`config.mk`:
```
export PLATFORM = sky130hd
export DESIGN_NAME = rf_wb_arbiter
export DESIGN_NICKNAME = d
export VERILOG_FILES = /design/src/rtl/rf_wb_arbiter.sv
export SDC_FILE = /design/constraint.sdc
export NUM_CORES = 1
export LEC_CHECK = 0
export CORE_MARGIN = 8
export CORE_UTILIZATION = 36
export CTS_CLUSTER_DIAMETER = 120
export CTS_CLUSTER_SIZE = 16
export DETAILED_ROUTE_END_ITERATION = 10
export GPL_ROUTABILITY_DRIVEN = 1
export PLACE_DENSITY = 0.78
export SYNTH_ARGS = -nofsm -noshare
export SYNTH_HDL_FRONTEND = slang
export SYNTH_SLANG_ARGS = --single-unit
```
`constraint.sdc`:
```
create_clock -name clk -period 2.85 [get_ports clk]
set_clock_uncertainty 0.05 [all_clocks]
set_input_delay 0.285 -clock clk [delete_from_list [all_inputs] [get_ports clk]]
set_output_delay 0.285 -clock clk [all_outputs]
set_load 0.1 [all_outputs]
```
`src/rtl/rf_wb_arbiter.sv`:
```
// Writeback arbiter: merges two writeback requesters onto one register-file
// write port and keeps a pending-write scoreboard for the issue stage.
module rf_wb_arbiter #(
    parameter int unsigned RR_EN = 1
) (
    input  logic        clk,
    input  logic        rst,
    input  logic        a_valid,
    input  logic [4:0]  a_addr,
    input  logic [31:0] a_data,
    output logic        a_ready,
    input  logic        b_valid,
    input  logic [4:0]  b_addr,
    input  logic [31:0] b_data,
    output logic        b_ready,
    input  logic        rsv_en,
    input  logic [4:0]  rsv_addr,
    output logic [31:0] busy,
    output logic        we3,
    output logic [4:0]  wa3,
    output logic [31:0] wd3
);

    localparam bit FixedPrio = (RR_EN == 0);

    logic        last_b_q;   // 1: B won the last transfer, so A wins the next tie
    logic [31:0] busy_q, busy_d;
    logic        we3_q;
    logic [4:0]  wa3_q;
    logic [31:0] wd3_q;

    logic        tie_to_a;
    logic        xfer_a, xfer_b, xfer;
    logic [4:0]  sel_addr;
    logic [31:0] sel_data;

    // Grant decode: only valids and the pointer feed ready, never addr/data.
    always_comb begin
        tie_to_a = FixedPrio || last_b_q;
        a_ready  = !rst && a_valid && (!b_valid || tie_to_a);
        b_ready  = !rst && b_valid && (!a_valid || !tie_to_a);
        xfer_a   = a_valid && a_ready;
        xfer_b   = b_valid && b_ready;
        xfer     = xfer_a || xfer_b;
        sel_addr = xfer_b ? b_addr : a_addr;
        sel_data = xfer_b ? b_data : a_data;
    end

    // Scoreboard next state: clear on writeback, then set on reserve so set wins.
    always_comb begin
        busy_d = busy_q;
        if (xfer) begin
            busy_d[sel_addr] = 1'b0;
        end
        if (rsv_en && (rsv_addr != 5'd0)) begin
            busy_d[rsv_addr] = 1'b1;
        end
        busy_d[0] = 1'b0;
    end

    // State: scoreboard, write port registers and round-robin pointer.
    always_ff @(posedge clk) begin
        if (rst) begin
            busy_q   <= 32'd0;
            we3_q    <= 1'b0;
            wa3_q    <= 5'd0;
            wd3_q    <= 32'd0;
            last_b_q <= 1'b1;
        end else begin
            busy_q <= busy_d;
            // Writes to r0 are accepted but never issued to the register file.
            we3_q  <= xfer && (sel_addr != 5'd0);
            if (xfer) begin
                wa3_q    <= sel_addr;
                wd3_q    <= sel_data;
                last_b_q <= xfer_b;
            end
        end
    end

    assign busy = busy_q;
    assign we3  = we3_q;
    assign wa3  = wa3_q;
    assign wd3  = wd3_q;

endmodule

```
==> run_summary.xml <==
<?xml version="1.0" encoding="UTF-8"?>
<metrics>
  <group name="drt">
    <metric name="first_pass_iters" unit="">6</metric>
    <metric name="post_drt_via_cell_ratio" unit="">5.54</metric>
    <metric name="detailroute.via_count" unit="">3836</metric>
    <metric name="drt_iter0_drc" unit="">318</metric>
    <metric name="route.detailed.drc" unit="">0</metric>
    <metric name="antenna_violating_nets_remaining" unit="">0</metric>
    <metric name="routed_wire_length_per_instance" unit="um">17.9</metric>
    <metric name="postRouteWirelength" unit="um">12400</metric>
  </group>
  <group name="worst_setup_path">
    <metric name="count_of_cell_instances_traversed_by_the_critical_path" unit="">5</metric>
    <metric name="worst_ep_arrival_time" unit="ps">1960</metric>
    <metric name="timing.setup.critical_path_class" unit="">primary input to output port</metric>
    <metric name="worstRegToRegCells" unit="">5</metric>
    <metric name="cp_cell_sequence" unit="">clkdlybuf4s50_1, nor2b_4, nand2_8, inv_1, buf_12</metric>
    <metric name="cpPeakStageDelay" unit="ps">540</metric>
    <metric name="cp-end-kind" unit="">output port</metric>
    <metric name="timing.reg2reg.setup_slack" unit="ps">960</metric>
    <metric name="cp.required" unit="ps">2520</metric>
    <metric name="path_max_fanout" unit="">46</metric>
    <metric name="worst_setup_path_start_kind" unit="">primary input</metric>
    <metric name="critical_path.reg2reg.startpoint" unit="">last_b_q</metric>
    <metric name="worstPathBufferInverterCount" unit="">3</metric>
    <metric name="crit_slowest_cell" unit="">sky130_fd_sc_hd__clkdlybuf4s50_1</metric>
    <metric name="path_delay_family" unit="">buffers and inverters</metric>
    <metric name="crit-reg2reg-capture" unit="">busy[11]</metric>
  </group>
  <group name="sta">
    <metric name="rsz_0062_raised_after_global_routing" unit="">false</metric>
    <metric name="timing_hold_violations_final" unit="">0</metric>
    <metric name="timing_worst_slew_pin_value" unit="ps">672</metric>
    <metric name="finalCritPeriodShare" unit="%">80.5</metric>
    <metric name="time_the_final_worst_path_needs_with_i_o_delays_and_setup" unit="ps">2290</metric>
    <metric name="timing.final.setup_violations" unit="">0</metric>
    <metric name="relSlewSlack" unit="%">55.2</metric>
    <metric name="finalMaxSlewViolations" unit="">0</metric>
    <metric name="achievable-frequency" unit="MHz">436</metric>
    <metric name="totalNegativeSetupSlack" unit="ps">0</metric>
  </group>
  <group name="outcome">
    <metric name="status" unit="">finished, final reports clean</metric>
  </group>
  <group name="logic_synthesis">
    <metric name="syn_area" unit="um^2">3570</metric>
    <metric name="ys_async_sr_fraction" unit="%">0</metric>
    <metric name="synth_cell_type_count" unit="">45</metric>
    <metric name="postSynthRegisterBits" unit="">70</metric>
    <metric name="synth.yosys.seq_area_share" unit="%">39.3</metric>
    <metric name="postSynth.topFlopCell" unit="">sky130_fd_sc_hd__dfxtp_1</metric>
    <metric name="synth-edff-count" unit="">0</metric>
    <metric name="synth.net_count" unit="">514</metric>
    <metric name="postSynthAreaPerCell" unit="um^2">8.30</metric>
    <metric name="synthesis.instances" unit="">430</metric>
    <metric name="synth-warning-count" unit="">0</metric>
  </group>
  <group name="clock_network">
    <metric name="cts-root-to-sink-buffers" unit="">2</metric>
    <metric name="cts_root_buf" unit="">sky130_fd_sc_hd__clkbuf_8</metric>
    <metric name="cts_sinks" unit="">70</metric>
    <metric name="clock_insertion_delay_worst_skew" unit="ps">330</metric>
    <metric name="post_cts.resized_instances" unit="">0</metric>
    <metric name="postCtsSetupRepairBufs" unit="">0</metric>
    <metric name="cts_tree" unit="">yes</metric>
    <metric name="cts-htree-levels" unit="">3</metric>
    <metric name="cts-buffers-inserted" unit="">9</metric>
    <metric name="clk_transition_reported_paths" unit="ps">80</metric>
    <metric name="cts_hold_repair.buffers" unit="">0</metric>
  </group>
  <group name="cells_and_area">
    <metric name="final_net_count" unit="">638</metric>
    <metric name="final_cell_area" unit="um^2">5090</metric>
    <metric name="insertedDiodeCount" unit="">0</metric>
    <metric name="drive_gt1_share" unit="%">20.8</metric>
    <metric name="syn_to_final_growth" unit="%">42.7</metric>
  </group>
  <group name="global_routing">
    <metric name="largest_net_degree_at_the_start_of_global_routing" unit="">74</metric>
    <metric name="groute.usage.overall" unit="%">17.7</metric>
    <metric name="first_global_vias" unit="">3646</metric>
    <metric name="initial_antenna_violation_count" unit="">0</metric>
    <metric name="grt_first_pass_wirelength" unit="um">19000</metric>
    <metric name="globalRoute.totalOverflow" unit="">0</metric>
  </group>
  <group name="pwr">
    <metric name="vdd.ir_drop.worst" unit="mV">0.291</metric>
    <metric name="p_leak" unit="uW">0.00193</metric>
    <metric name="power.density" unit="nW/um^2">521</metric>
  </group>
  <group name="floorplanning">
    <metric name="floorplan.core_area" unit="um^2">9680</metric>
    <metric name="core.rowCount" unit="">36</metric>
    <metric name="starting_density" unit="%">36.8</metric>
    <metric name="floorplan.die.width" unit="um">116</metric>
    <metric name="num_io_pins" unit="">156</metric>
    <metric name="floorplan.die_area" unit="um^2">13400</metric>
    <metric name="die_h" unit="um">116</metric>
  </group>
  <group name="min_path">
    <metric name="hold-path-endpoint" unit="">wd3[24]</metric>
    <metric name="worstHoldStart" unit="">wd3[24]</metric>
    <metric name="min-delay-path-class" unit="">flip-flop to flip-flop</metric>
    <metric name="hold_path_cell_cnt" unit="">2</metric>
  </group>
  <group name="placement">
    <metric name="routabilityCongestion" unit="">0.835</metric>
    <metric name="placement.io_buffers" unit="">154</metric>
    <metric name="post-dp-hpwl" unit="um">9020</metric>
    <metric name="dpl-instance-area" unit="um^2">4910</metric>
  </group>
  <group name="flow_run">
    <metric name="cap_violations" unit="">0</metric>
  </group>
</metrics>
-- per-layer routing --
metal | up-vias | GRT usage (%) | part of all wire, %
li1 | 1835 | - | -
met1 | 1818 | 20.7 | 40
met2 | 156 | 30.6 | 50
met3 | 27 | 3.80 | 6.4
met4 | 0 | 7.62 | 2.8
met5 | - | 0 | 0
-- registers in the layout (all words and copies together) (netlist names) --
| signal | count |
|---|---|
| busy | 31 |
| wa3 | 5 |
| wd3 | 32 |
| last_b_q | 1 |
| we3 | 1 |
-- power by group --
group / total [uW] / switching (uW) / internal [uW]
combinational: 839 / 596 / 243
clock: 758 / 373 / 385
sequential: 1060 / 27.9 / 1030
total: 2650 / 997 / 1660
-- tightest hold or removal path, stage by stage (launching register included) --
cell and delay, ps:
sky130_fd_sc_hd__dfxtp_1 320, sky130_fd_sc_hd__nor2_1 90, sky130_fd_sc_hd__a311oi_1 50
-- how the worst max path moves through the flow --
| stage | from | to | slack [ps] |
|---|---|---|---|
| final | b_valid | b_ready | 560 |
| after detailed placement | b_valid | busy[25] | 370 |
| after CTS | b_valid | b_ready | 550 |
| after floorplan | rst | a_ready | 680 |
| after global placement | b_valid | busy[26] | 480 |
| after global routing | b_valid | b_ready | 460 |
-- final cells by class --
class,instances,area (um^2)
fill,892,4590
clock buffer,13,169
tap,133,166
multi-input combinational,308,1890
sequential,70,1400
clock inverter,3,17.5
timing repair buffer,161,1440
inverter,4,15.0
-- cells in the mapped netlist (3+ instances only) --
library cell	instances	share of area, %
sky130_fd_sc_hd__nand2_1	74	7.8
sky130_fd_sc_hd__dfxtp_1	70	39
sky130_fd_sc_hd__a311oi_1	65	16
sky130_fd_sc_hd__nor2_1	43	4.5
sky130_fd_sc_hd__nand3_1	38	5.3
sky130_fd_sc_hd__a21oi_1	32	4.5
sky130_fd_sc_hd__clkbuf_1	20	2.1
sky130_fd_sc_hd__buf_2	13	1.8
sky130_fd_sc_hd__buf_6	7	2.2
sky130_fd_sc_hd__buf_4	5	1.1
sky130_fd_sc_hd__inv_1	4	0.42
sky130_fd_sc_hd__nor3_1	4	0.56
sky130_fd_sc_hd__nor3b_2	4	1.4
sky130_fd_sc_hd__o21ai_0	4	0.56
sky130_fd_sc_hd__o41ai_2	4	1.8
sky130_fd_sc_hd__a21oi_2	3	0.74
sky130_fd_sc_hd__and3b_1	3	0.74
sky130_fd_sc_hd__nor2b_1	3	0.53
-- kinds of logic (layout without fill, tap and decap cells) --
family	count (synthesis)	count (layout)	share of synthesized area (%)
mux	2	2	0.561
flops	70	70	39.3
other cells	1	1	0.105
buf+inv	52	181	8.24
compound gates	121	121	27.5
simple gates	184	184	24.3
-- layout by cell type (no fill, tap or decap), types with 4 or more instances in the layout --
cell                               n
sky130_fd_sc_hd__clkdlybuf4s50_1  82
sky130_fd_sc_hd__nand3_1          38
sky130_fd_sc_hd__a311oi_1         65
sky130_fd_sc_hd__dfxtp_1          70
sky130_fd_sc_hd__a21oi_1          32
sky130_fd_sc_hd__nand2_1          74
sky130_fd_sc_hd__nor3b_2           5
sky130_fd_sc_hd__buf_4            76
sky130_fd_sc_hd__nor2_1           43
sky130_fd_sc_hd__inv_1             4
sky130_fd_sc_hd__clkbuf_8         12
sky130_fd_sc_hd__o41ai_2           4
sky130_fd_sc_hd__nor3_1            4
sky130_fd_sc_hd__o21ai_0           4
-- metrics by stage --
| stage | instances | setup slack, ps | power, uW | hold slack [ps] | utilization [%] |
|---|---|---|---|---|---|
| floorplan | 430 | 675 | 1670 | 381 | - |
| global placement | 676 | 476 | 1900 | 437 | 50.7 |
| detailed placement | 676 | 372 | 1910 | 445 | 50.7 |
| CTS | 692 | 546 | 2660 | 454 | 52.6 |
| global route | 692 | 459 | 2760 | 458 | 52.6 |
| finish | 692 | 557 | 2650 | 452 | 52.6 |
Note: power is estimated with default switching activity, not from simulation.
